`src/rtl/rv32_isa.sv`:
```
// RV32 architectural widths shared by the register-file blocks.
package rv32_isa;

   localparam int unsigned RegWidth     = 32;
   localparam int unsigned RegAddrWidth = 5;

endpackage : rv32_isa

```
`src/rtl/dbg_access_pkg.sv`:
```
// Types for the debug register access engine.
package dbg_access_pkg;

   import rv32_isa::*;

   typedef enum logic [2:0] {
      IDLE  = 3'd0,
      READ  = 3'd1,
      WRITE = 3'd2,
      RBACK = 3'd3,
      RESP  = 3'd4
   } dbg_state_t;

   typedef struct packed {
      logic                    write;
      logic [RegAddrWidth-1:0] addr;
      logic [RegWidth-1:0]     data;
   } dbg_cmd_t;

endpackage : dbg_access_pkg

```
`src/rtl/reg_transport.sv`:
```
// Register-file write transport payload {addr, value}.
package reg_transport;

   import rv32_isa::*;

   typedef struct packed {
      logic [RegAddrWidth-1:0] addr;
      logic [RegWidth-1:0]     value;
   } reg_transport_t;

endpackage : reg_transport

```
`src/rtl/dbg_reg_access.sv`:
```
// Debug register access engine: performs one register-file read or write per
// debug command while the core is halted and returns data/status.
// Optional feature macro: DBG_REG_READBACK_EN (read back the written register
// after a write and return it in the response).
module dbg_reg_access
   import dbg_access_pkg::*;
   import reg_transport::*;
#(
   parameter int unsigned N_REGS     = 32,
   parameter int unsigned REG_WIDTH  = rv32_isa::RegWidth,
   parameter int unsigned ADDR_WIDTH = rv32_isa::RegAddrWidth
) (
   input  logic                  iClk,
   input  logic                  iRst,
   input  logic                  iHalted,
   input  logic                  iCmdValid,
   output logic                  oCmdReady,
   input  logic                  iCmdWrite,
   input  logic [ADDR_WIDTH-1:0] iCmdAddr,
   input  logic [REG_WIDTH-1:0]  iCmdData,
   output logic                  oRspValid,
   input  logic                  iRspReady,
   output logic [REG_WIDTH-1:0]  oRspData,
   output logic                  oRspErr,
   output logic                  oWriteEn_dbg,
   output reg_transport_t        oRd_dbg,
   output logic [ADDR_WIDTH-1:0] oAddrRs,
   input  logic [REG_WIDTH-1:0]  iRs,
   output logic                  oBusy
);

   dbg_state_t            r_state;
   dbg_state_t            w_next_state;
   dbg_cmd_t              r_cmd;
   logic [REG_WIDTH-1:0]  r_rsp_data;
   logic                  r_rsp_err;
   logic [ADDR_WIDTH-1:0] r_addr_rs;
   logic                  w_accept;
   logic                  w_cmd_err;

   assign w_accept  = iCmdValid & oCmdReady;
   // Halt and address range are only judged at the moment of acceptance.
   assign w_cmd_err = ~iHalted | (32'(iCmdAddr) >= N_REGS);

   assign oRspData  = r_rsp_data;
   assign oRspErr   = r_rsp_err;
   assign oAddrRs   = r_addr_rs;

   // State register.
   always_ff @(posedge iClk or posedge iRst) begin
      if (iRst) r_state <= IDLE;
      else      r_state <= w_next_state;
   end

   // Next-state logic.
   always_comb begin
      w_next_state = r_state;
      case (r_state)
         IDLE: begin
            if (w_accept) begin
               if (w_cmd_err)      w_next_state = RESP;
               else if (iCmdWrite) w_next_state = WRITE;
               else                w_next_state = READ;
            end
         end
         READ:  w_next_state = RESP;
`ifdef DBG_REG_READBACK_EN
         WRITE: w_next_state = RBACK;
`else
         WRITE: w_next_state = RESP;
`endif
         RBACK: w_next_state = RESP;
         RESP:  if (iRspReady) w_next_state = IDLE;
         default: w_next_state = IDLE;
      endcase
   end

   // Handshake and register-file write port decode.
   always_comb begin
      oCmdReady    = 1'b0;
      oRspValid    = 1'b0;
      oWriteEn_dbg = 1'b0;
      oRd_dbg      = '0;
      oBusy        = (r_state != IDLE);
      case (r_state)
         IDLE:  oCmdReady = 1'b1;
         WRITE: begin
            oWriteEn_dbg  = r_cmd.write;
            oRd_dbg.addr  = r_cmd.addr;
            oRd_dbg.value = r_cmd.data;
         end
         RESP:  oRspValid = 1'b1;
         default: ;
      endcase
   end

   // Command latch, read address and response registers.
   always_ff @(posedge iClk or posedge iRst) begin
      if (iRst) begin
         r_cmd      <= '0;
         r_rsp_data <= '0;
         r_rsp_err  <= 1'b0;
         r_addr_rs  <= '0;
      end else begin
         if (w_accept) begin
            r_cmd.write <= iCmdWrite;
            r_cmd.addr  <= iCmdAddr;
            r_cmd.data  <= iCmdData;
            r_rsp_data  <= '0;
            r_rsp_err   <= w_cmd_err;
            if (!w_cmd_err && !iCmdWrite) r_addr_rs <= iCmdAddr;
         end
         if (r_state == READ) r_rsp_data <= iRs;
`ifdef DBG_REG_READBACK_EN
         if (r_state == WRITE) r_addr_rs  <= r_cmd.addr;
         if (r_state == RBACK) r_rsp_data <= iRs;
`endif
      end
   end

endmodule : dbg_reg_access

```
`config.mk`:
```
export PLATFORM = sky130hd
export DESIGN_NAME = dbg_reg_access
export DESIGN_NICKNAME = d
export VERILOG_FILES = /design/src/rtl/rv32_isa.sv /design/src/rtl/dbg_access_pkg.sv /design/src/rtl/reg_transport.sv /design/src/rtl/dbg_reg_access.sv
export SDC_FILE = /design/constraint.sdc
export NUM_CORES = 1
export LEC_CHECK = 0
export CAP_MARGIN = 20
export CORE_MARGIN = 2
export CORE_UTILIZATION = 40
export CTS_BUF_LIST = sky130_fd_sc_hd__clkbuf_2 sky130_fd_sc_hd__clkbuf_4 sky130_fd_sc_hd__clkbuf_8
export DETAILED_ROUTE_END_ITERATION = 8
export DONT_BUFFER_PORTS = 1
export HOLD_SLACK_MARGIN = 0.02
export PLACE_DENSITY_LB_ADDON = 0.2
export SLEW_MARGIN = 5
export SYNTH_ARGS = -nofsm -noshare
export SYNTH_HDL_FRONTEND = slang
export SYNTH_SLANG_ARGS = --single-unit
```
`constraint.sdc`:
```
create_clock -name iClk -period 4.6 [get_ports iClk]
set_input_delay 0.92 -clock iClk [delete_from_list [all_inputs] [get_ports iClk]]
set_output_delay 0.92 -clock iClk [all_outputs]
set_load 0.02 [all_outputs]
```
==> results.txt, run 1 <==
The starting density of the core came out at between 40% and 50%. The ratio of total power to cell area is 640.5 nW/um^2. The synthesized design contains 79 register bits. The number of synthesis warnings came out at 0. The hold violation count in the final report is 0. The global-route usage over all layers came out at 14.92%.

The count of clock tree sinks is 79. The path class of the tightest hold or removal check is reg2reg. The max capacitance violation total came out at 0. The proportion of synthesized chip area in sequential cells came out at a little under three fifths. Static timing analysis puts the maximum clock frequency at ~0.38 GHz. The global-route wire length before repair came out at 11,250 um. The clock network power share is around 25%. The total congestion overflow after global routing is 0. The number of gates given a new drive strength after cts came out at 0. The row count came out at 34.

The portion of total power attributed to combinational logic is between 20% and 30%. The data required time of the worst path came out at 3.68 ns. On the final layout, the worst clock skew is 0.009154 ns. The total inserted antenna cells is 0. In the final routed layout, each cell accounts on average for 17.51 um. The run finished with clean final reports. The floorplan step set the die width to 97.35 um.

The clock tree from TritonCTS is built. At the end of the flow, the number of nets in the layout was between 300 and 400. The level count of the clock H-tree came out at 3. The average via count per standard cell came out at 5.160.

The number of setup violations in the final report is 0. The fraction of layout cells with a size suffix above 1 is 24.32%. The number of clock buffers inserted by TritonCTS came out at 9. The commonest non-fill, non-tap cell in the layout is dfrtp_1. Buffers inserted to repair hold after CTS numbered 0. The half-perimeter wire length after placement came out at 4477 um. From bottom edge to top edge, the die measures 97.35 um.

The growth of design area from synthesis to finish came out at 9.189%. The worst setup path is launched from a flop. The max-slew violation count came out at 0.

STA classifies the critical path endpoint as an output port. Along the worst hold path, the cell count comes to 1. The post-route worst setup slack is about 2.0 ns. The largest net degree at the start of global routing is 73. The count of buffers inserted at the top-level ports is 0. The total vias in the final route is around 2.1k. Per report_power, the sequential group accounts for 50.4% of the total. The final clock period utilization by the worst path came out at 57.60%. Summed over all cells, the static leakage comes to 1.714 nW. The net count of the mapped netlist is 366. The synthesized netlist occupies a cell area of between 3000 and 4000 um^2. The switching power of the nets came out at about 0.77 mW. The worst-case IR drop observed on VDD is roughly 0.26 mV. around 150 I/O pins were placed. Among all stages on the critical path, the largest delay is contributed by dfrtp_1. The critical path's largest stage delay is 0.52 ns. The smallest clock period supported by the final layout is computed as 2.650 ns.

After clock tree synthesis, the setup repair step added 0 buffers. The data arrival time of the critical path came out at 1.73 ns. The setup TNS came out at 0 ns. The number of buffers on the longest clock path came out at 2. The critical setup path kind is reg2out. The highest fanout seen on the critical path came out at 38.

Setup repair after global routing left no endpoint under its margin. The violation count after the first detailed-route iteration came out at 63. The initial antenna violation count was 0. In the layout the commonest cells are dfrtp_1 (79), nand2_1 (65), and2_1 (38). The post-route core utilization came out at 44.29%.

The first TritonRoute pass finished after 4 iterations. The standard cell area after detailed placement is 3538 um^2. The number of cell instances on the worst register-to-register path came out at 3.

The tree is rooted in a clkbuf_8. The number of routed nets with antenna violations came out at 0. The critical path goes through nor3b_2, buf_4, and2_1. The remaining design rule violation count came out at 0. The cell-internal power came out at 1.670 mW. The number of global-route vias before repair is 2,098. After detailed routing, the total wire length is 7003 um. The core region area came out at 8593 um^2.

The latest clock arrival within the worst-skew pair came out at 0.34 ns. The floorplan step defined a die boundary enclosing 9477 um^2. The post-route cell area came out at 3806 um^2. The count of cell types in the netlist came out at 21.

In this run switching power makes up 31.48% of total power. Prior to clock tree synthesis, the placed netlist has a worst setup slack of 2.225 ns. The worst pin sits at a relative slew slack of 31.84%. The clock-pin slew on the worst setup and hold paths came out at 0.08 ns.

The cell count after synthesis came out at slightly below 300. The routability-driven placement congestion ratio came out at 0.7379. The average footprint of a synthesized cell came out at 11.98 um^2.

The measured slew at the worst slew-check pin came out at 1.022 ns.
==> Yosys cell counts, drive strengths merged <==
| cell type | instances | area (um^2) |
|---|---|---|
| or3b | 1 | 8.760 |
| o21ai | 32 | 160.2 |
| nor3b | 3 | 27.52 |
| nor3 | 2 | 32.53 |
| nand2 | 65 | 244.0 |
| a21oi | 1 | 5.000 |
| a2111oi | 1 | 8.760 |
| buf | 8 | 71.31 |
| mux2 | 44 | 634.4 |
| or3 | 1 | 6.260 |
| inv | 3 | 11.26 |
| dfrtp | 79 | 1977 |
| clkbuf | 11 | 48.80 |
| and3 | 1 | 6.260 |
| and2 | 39 | 244.0 |
==> power by group through the flow <==
stage / sequential, mW / clock (mW) / combinational [mW]
after floorplan: 1.18 / 0 / 0.558
after global placement: 1.24 / 0 / 0.588
after detailed placement: 1.23 / 0 / 0.606
after CTS: 1.23 / 0.637 / 0.604
after global routing: 1.27 / 0.667 / 0.655
final: 1.23 / 0.612 / 0.596
==> layout make-up <==
class                           count  area, um^2
Inverter                            3       12.51
Multi-Input combinational cell    190        1391
Sequential cell                    79        1977
Timing Repair Buffer                4       50.05
Fill cell                         787        4787
Clock inverter                      6       108.9
Tap cell                          108       135.1
Clock buffer                       10       131.4
==> flip-flops by register name (all words and copies together), names as in the netlist <==
register / flops
oRspErr: 1
oAddrRs: 5
r_state: 3
oRspData: 32
r_cmd: 38
==> metal layers <==
layer	vias to the layer above	track usage [%]	share of wire (%)
met5	-	0	0
met4	0	5.235	0.97
met3	7	7.194	11
met2	99	21.74	44
met1	1017	19.49	44
li1	941	-	-
==> final timing paths <==
check                            from          end  slack (ns)
max in group asynchronous        iRst  oRspData[7]        3.09
min in group asynchronous        iRst    r_cmd[22]        0.58
max reg2reg                r_state[2]    r_cmd[36]        2.24
min reg2reg                  r_cmd[6]     r_cmd[6]        0.51
min                          r_cmd[6]     r_cmd[6]        0.51
max                        r_state[1]  oRd_dbg[16]        1.95
==> stage by stage <==
stage	hold slack [ns]	cells	power, mW
2_1_floorplan	0.4720	291	1.742
3_3_place_gp	0.4854	383	1.823
3_5_place_dp	0.4835	383	1.840
4_1_cts	0.5085	399	2.471
5_1_grt	0.5266	400	2.587
6_report	0.5054	400	2.438
==> kinds of logic after synthesis <==
logic type | Yosys count | synth area share [%]
multiplexers | 44 | 18.20
flip-flops | 79 | 56.71
buffers and inverters | 22 | 3.769
AO/OA/AOI/OAI | 34 | 4.989
AND/OR/NAND/NOR | 112 | 16.33
==> worst max-delay path: cells and delay by family, from the launching register on <==
kind	cells	cell delay (ns)
simple gates	2	0.54
flops	1	0.52
buf+inv	1	0.32
Note: power is estimated with default switching activity, not from simulation.
==> inputs of run 2 (changes only) <==
clock period = 2.1 ns   (was 4.6 ns; I/O delays follow)
==> run 2 against run 1 <==
Flip-flop and latch count stayed put. Register-to-register slack got worse by 1.9 ns. Global-route usage increased by 0.59 points. Worst setup slack lost 1.9 ns. Via count shrank 0.19%. Clock power increased by 65%. Total power increased by 110%. Die area stayed put. Clock skew up 0.0052 ns. Wire length grew 1.4%. Critical endpoint is now oRd_dbg[31]. Largest power group unchanged. Highest routed layer unchanged.
==> results.txt, run 2 (same netlist as run 1, synthesis figures left out) <==
After the first detailed-routing iteration, the DRC count stood at 70. The max capacitance violation total is 0. STA puts the critical path data arrival time at 1.58 ns. The number of global-route vias before repair came out at around 2.2k.

The starting density of the core came out at 40.56%. The flow ran to the end, and the final reports show no timing, DRC or antenna violations. The max-slew violation count is 0. The measured slew at the worst slew-check pin is 0.4272 ns. The global-route usage over all layers came out at 15.51%. By startpoint and endpoint, the worst setup path is classified as reg2out. For this design the static power due to leakage is 1.731 nW. The data required time of the worst path came out at 1.68 ns. The total of hold buffers inserted after clock tree synthesis came out at 0.

The number of buffers on the longest clock path is 2. Of all nets on the critical path, the largest fanout is 26. The total power draw came out at slightly above 5 mW.

Once detail routing completed, the nets flagged for antenna violations numbered 0. The initial antenna violation count came out at 0. The total vias in the final route came out at 2,060. The number of non-filler instances in the completed layout came out at around 410. After clock tree synthesis, the clock-pin slew on the worst setup and hold paths is 0.09 ns. The I/O pin total is 154.

TritonCTS built the clock tree. The setup TNS came out at 0 ns. The ratio of total power to cell area is 1328 nW/um^2. The worst pin sits at a relative slew slack of a little under three quarters. In the final layout, the share of cells above drive strength 1 is ~34%.

The achievable frequency came out at 0.4994 GHz. The total wirelength of the detailed-routed design is between 7000 and 8000 um. The latest clock arrival within the worst-skew pair came out at 0.35 ns.

Dividing the detail-routed wire length by the instance count gives ~17 um. The final clock period utilization by the worst path came out at 95.35%. Setup repair after global routing left no endpoint under its margin. The startpoint type of the worst setup path is a flop. The hold violation count in the final report came to 0.

The die is 97.35 um tall. For this run the aggregate overflow at the end of global routing stands at 0. The first global-routing pass estimated 11,630 um of wire. The full die area is 9477 um^2. The post-route worst hold slack came out at 0.03986 ns.

The count of clock tree sinks is 79. The top register by number of flip-flops is r_cmd. The half-perimeter wire length after placement is 4765 um. Once the clock tree was built, the setup fixing pass inserted 0 buffers. The growth of design area from synthesis to finish came out at 10.52%.

The post-placement cell count came out at 390. The number of clock buffers inserted by TritonCTS is 9. The row count is 34.

The count of buffers added on input and output ports is 0. Entering global routing, the biggest net connects 80 pins. The kind of end point of the critical path is an output port. The maximum resistive drop on vdd is 0.6302 mV. The average via count per standard cell came out at slightly above 5. The clock skew after layout is 0.01434 ns. The remaining design rule violation count is 0. The number of setup violations in the final report came out at 0.

The total inserted antenna cells came out at 0. The congestion estimate from routability-driven global placement came to 0.7101. From left edge to right edge, the die measures between 90 and 100 um.

The launching instance or port of the critical path is r_state[2]. The launching point of the worst reg2reg path is r_state[2]. The final period demand of the worst path came out at roughly 2.0 ns. The register with the most flip-flops in the layout has 38 of them. The number of detailed-routing iterations run before antenna repair is 4.

The total number of nets in the final design came out at 368. The min-delay analysis places its worst path in the category in2async. The root buffer cell is clkbuf_8. The library cell used most frequently in the layout, excluding fill and tap cells, is dfrtp_1. The core region area is between 8000 and 9000 um^2. The H-tree was split into 3 levels. In the layout the commonest cells are dfrtp_1 (78), nand2_1 (65), mux2_4 (37).
-- run 2: metrics by stage --
stage	worst slack (ns)	cell area, um^2	utilization, %
after CTS	0.03404	3822	44.48
after global routing	0.0002600	3852	44.83
after floorplan	0.4047	3490	-
after global placement	0.3730	3643	42.40
after detailed placement	0.3088	3643	42.40
final	0.09758	3852	44.83
-- run 2: report_power, final --
group / total [mW] / internal, mW / switching [mW] / leakage [nW]
clock: 1.01 / 0.456 / 0.553 / 0.0901
combinational: 1.40 / 0.842 / 0.562 / 0.648
sequential: 2.70 / 2.10 / 0.607 / 0.994
total: 5.12 / 3.39 / 1.72 / 1.73
-- run 2: timing repair --
action,in CTS,in global routing
setup endpoints to repair,26,25
resized for setup,2,24
hold endpoints to repair,0,0
-- run 2: critical path, stage by stage (launching register included) --
cell,delay [ns]
dfrtp_1,0.49
nor3b_2,0.27
buf_6,0.22
and2_1,0.26
-- run 2: layer usage --
metal / wire [um] / GRT usage, %
met5: 0 / 0
met4: 71 / 5.128
met3: 794 / 7.626
met2: 3197 / 22.44
met1: 3035 / 20.44
-- run 2: cell type report --
type | instances | area (um^2)
clock buffer | 11 | 138.9
clock inverter | 5 | 35.03
fill | 799 | 4741
inverter | 3 | 15.01
multi-input combinational | 190 | 1421
sequential | 79 | 1978
tap | 108 | 135.1
timing repair buffer | 10 | 128.9
-- run 2: worst paths after layout --
kind,to,slack (ns),cells past startpoint
max,oRd_dbg[31],0.1,3
min,oRspData[7],0.04,2
max reg2reg,r_cmd[5],0.34,4
min reg2reg,r_cmd[8],0.51,1
max in group asynchronous,oRspData[26],1.71,2
min in group iClk,r_state[0],0.17,1
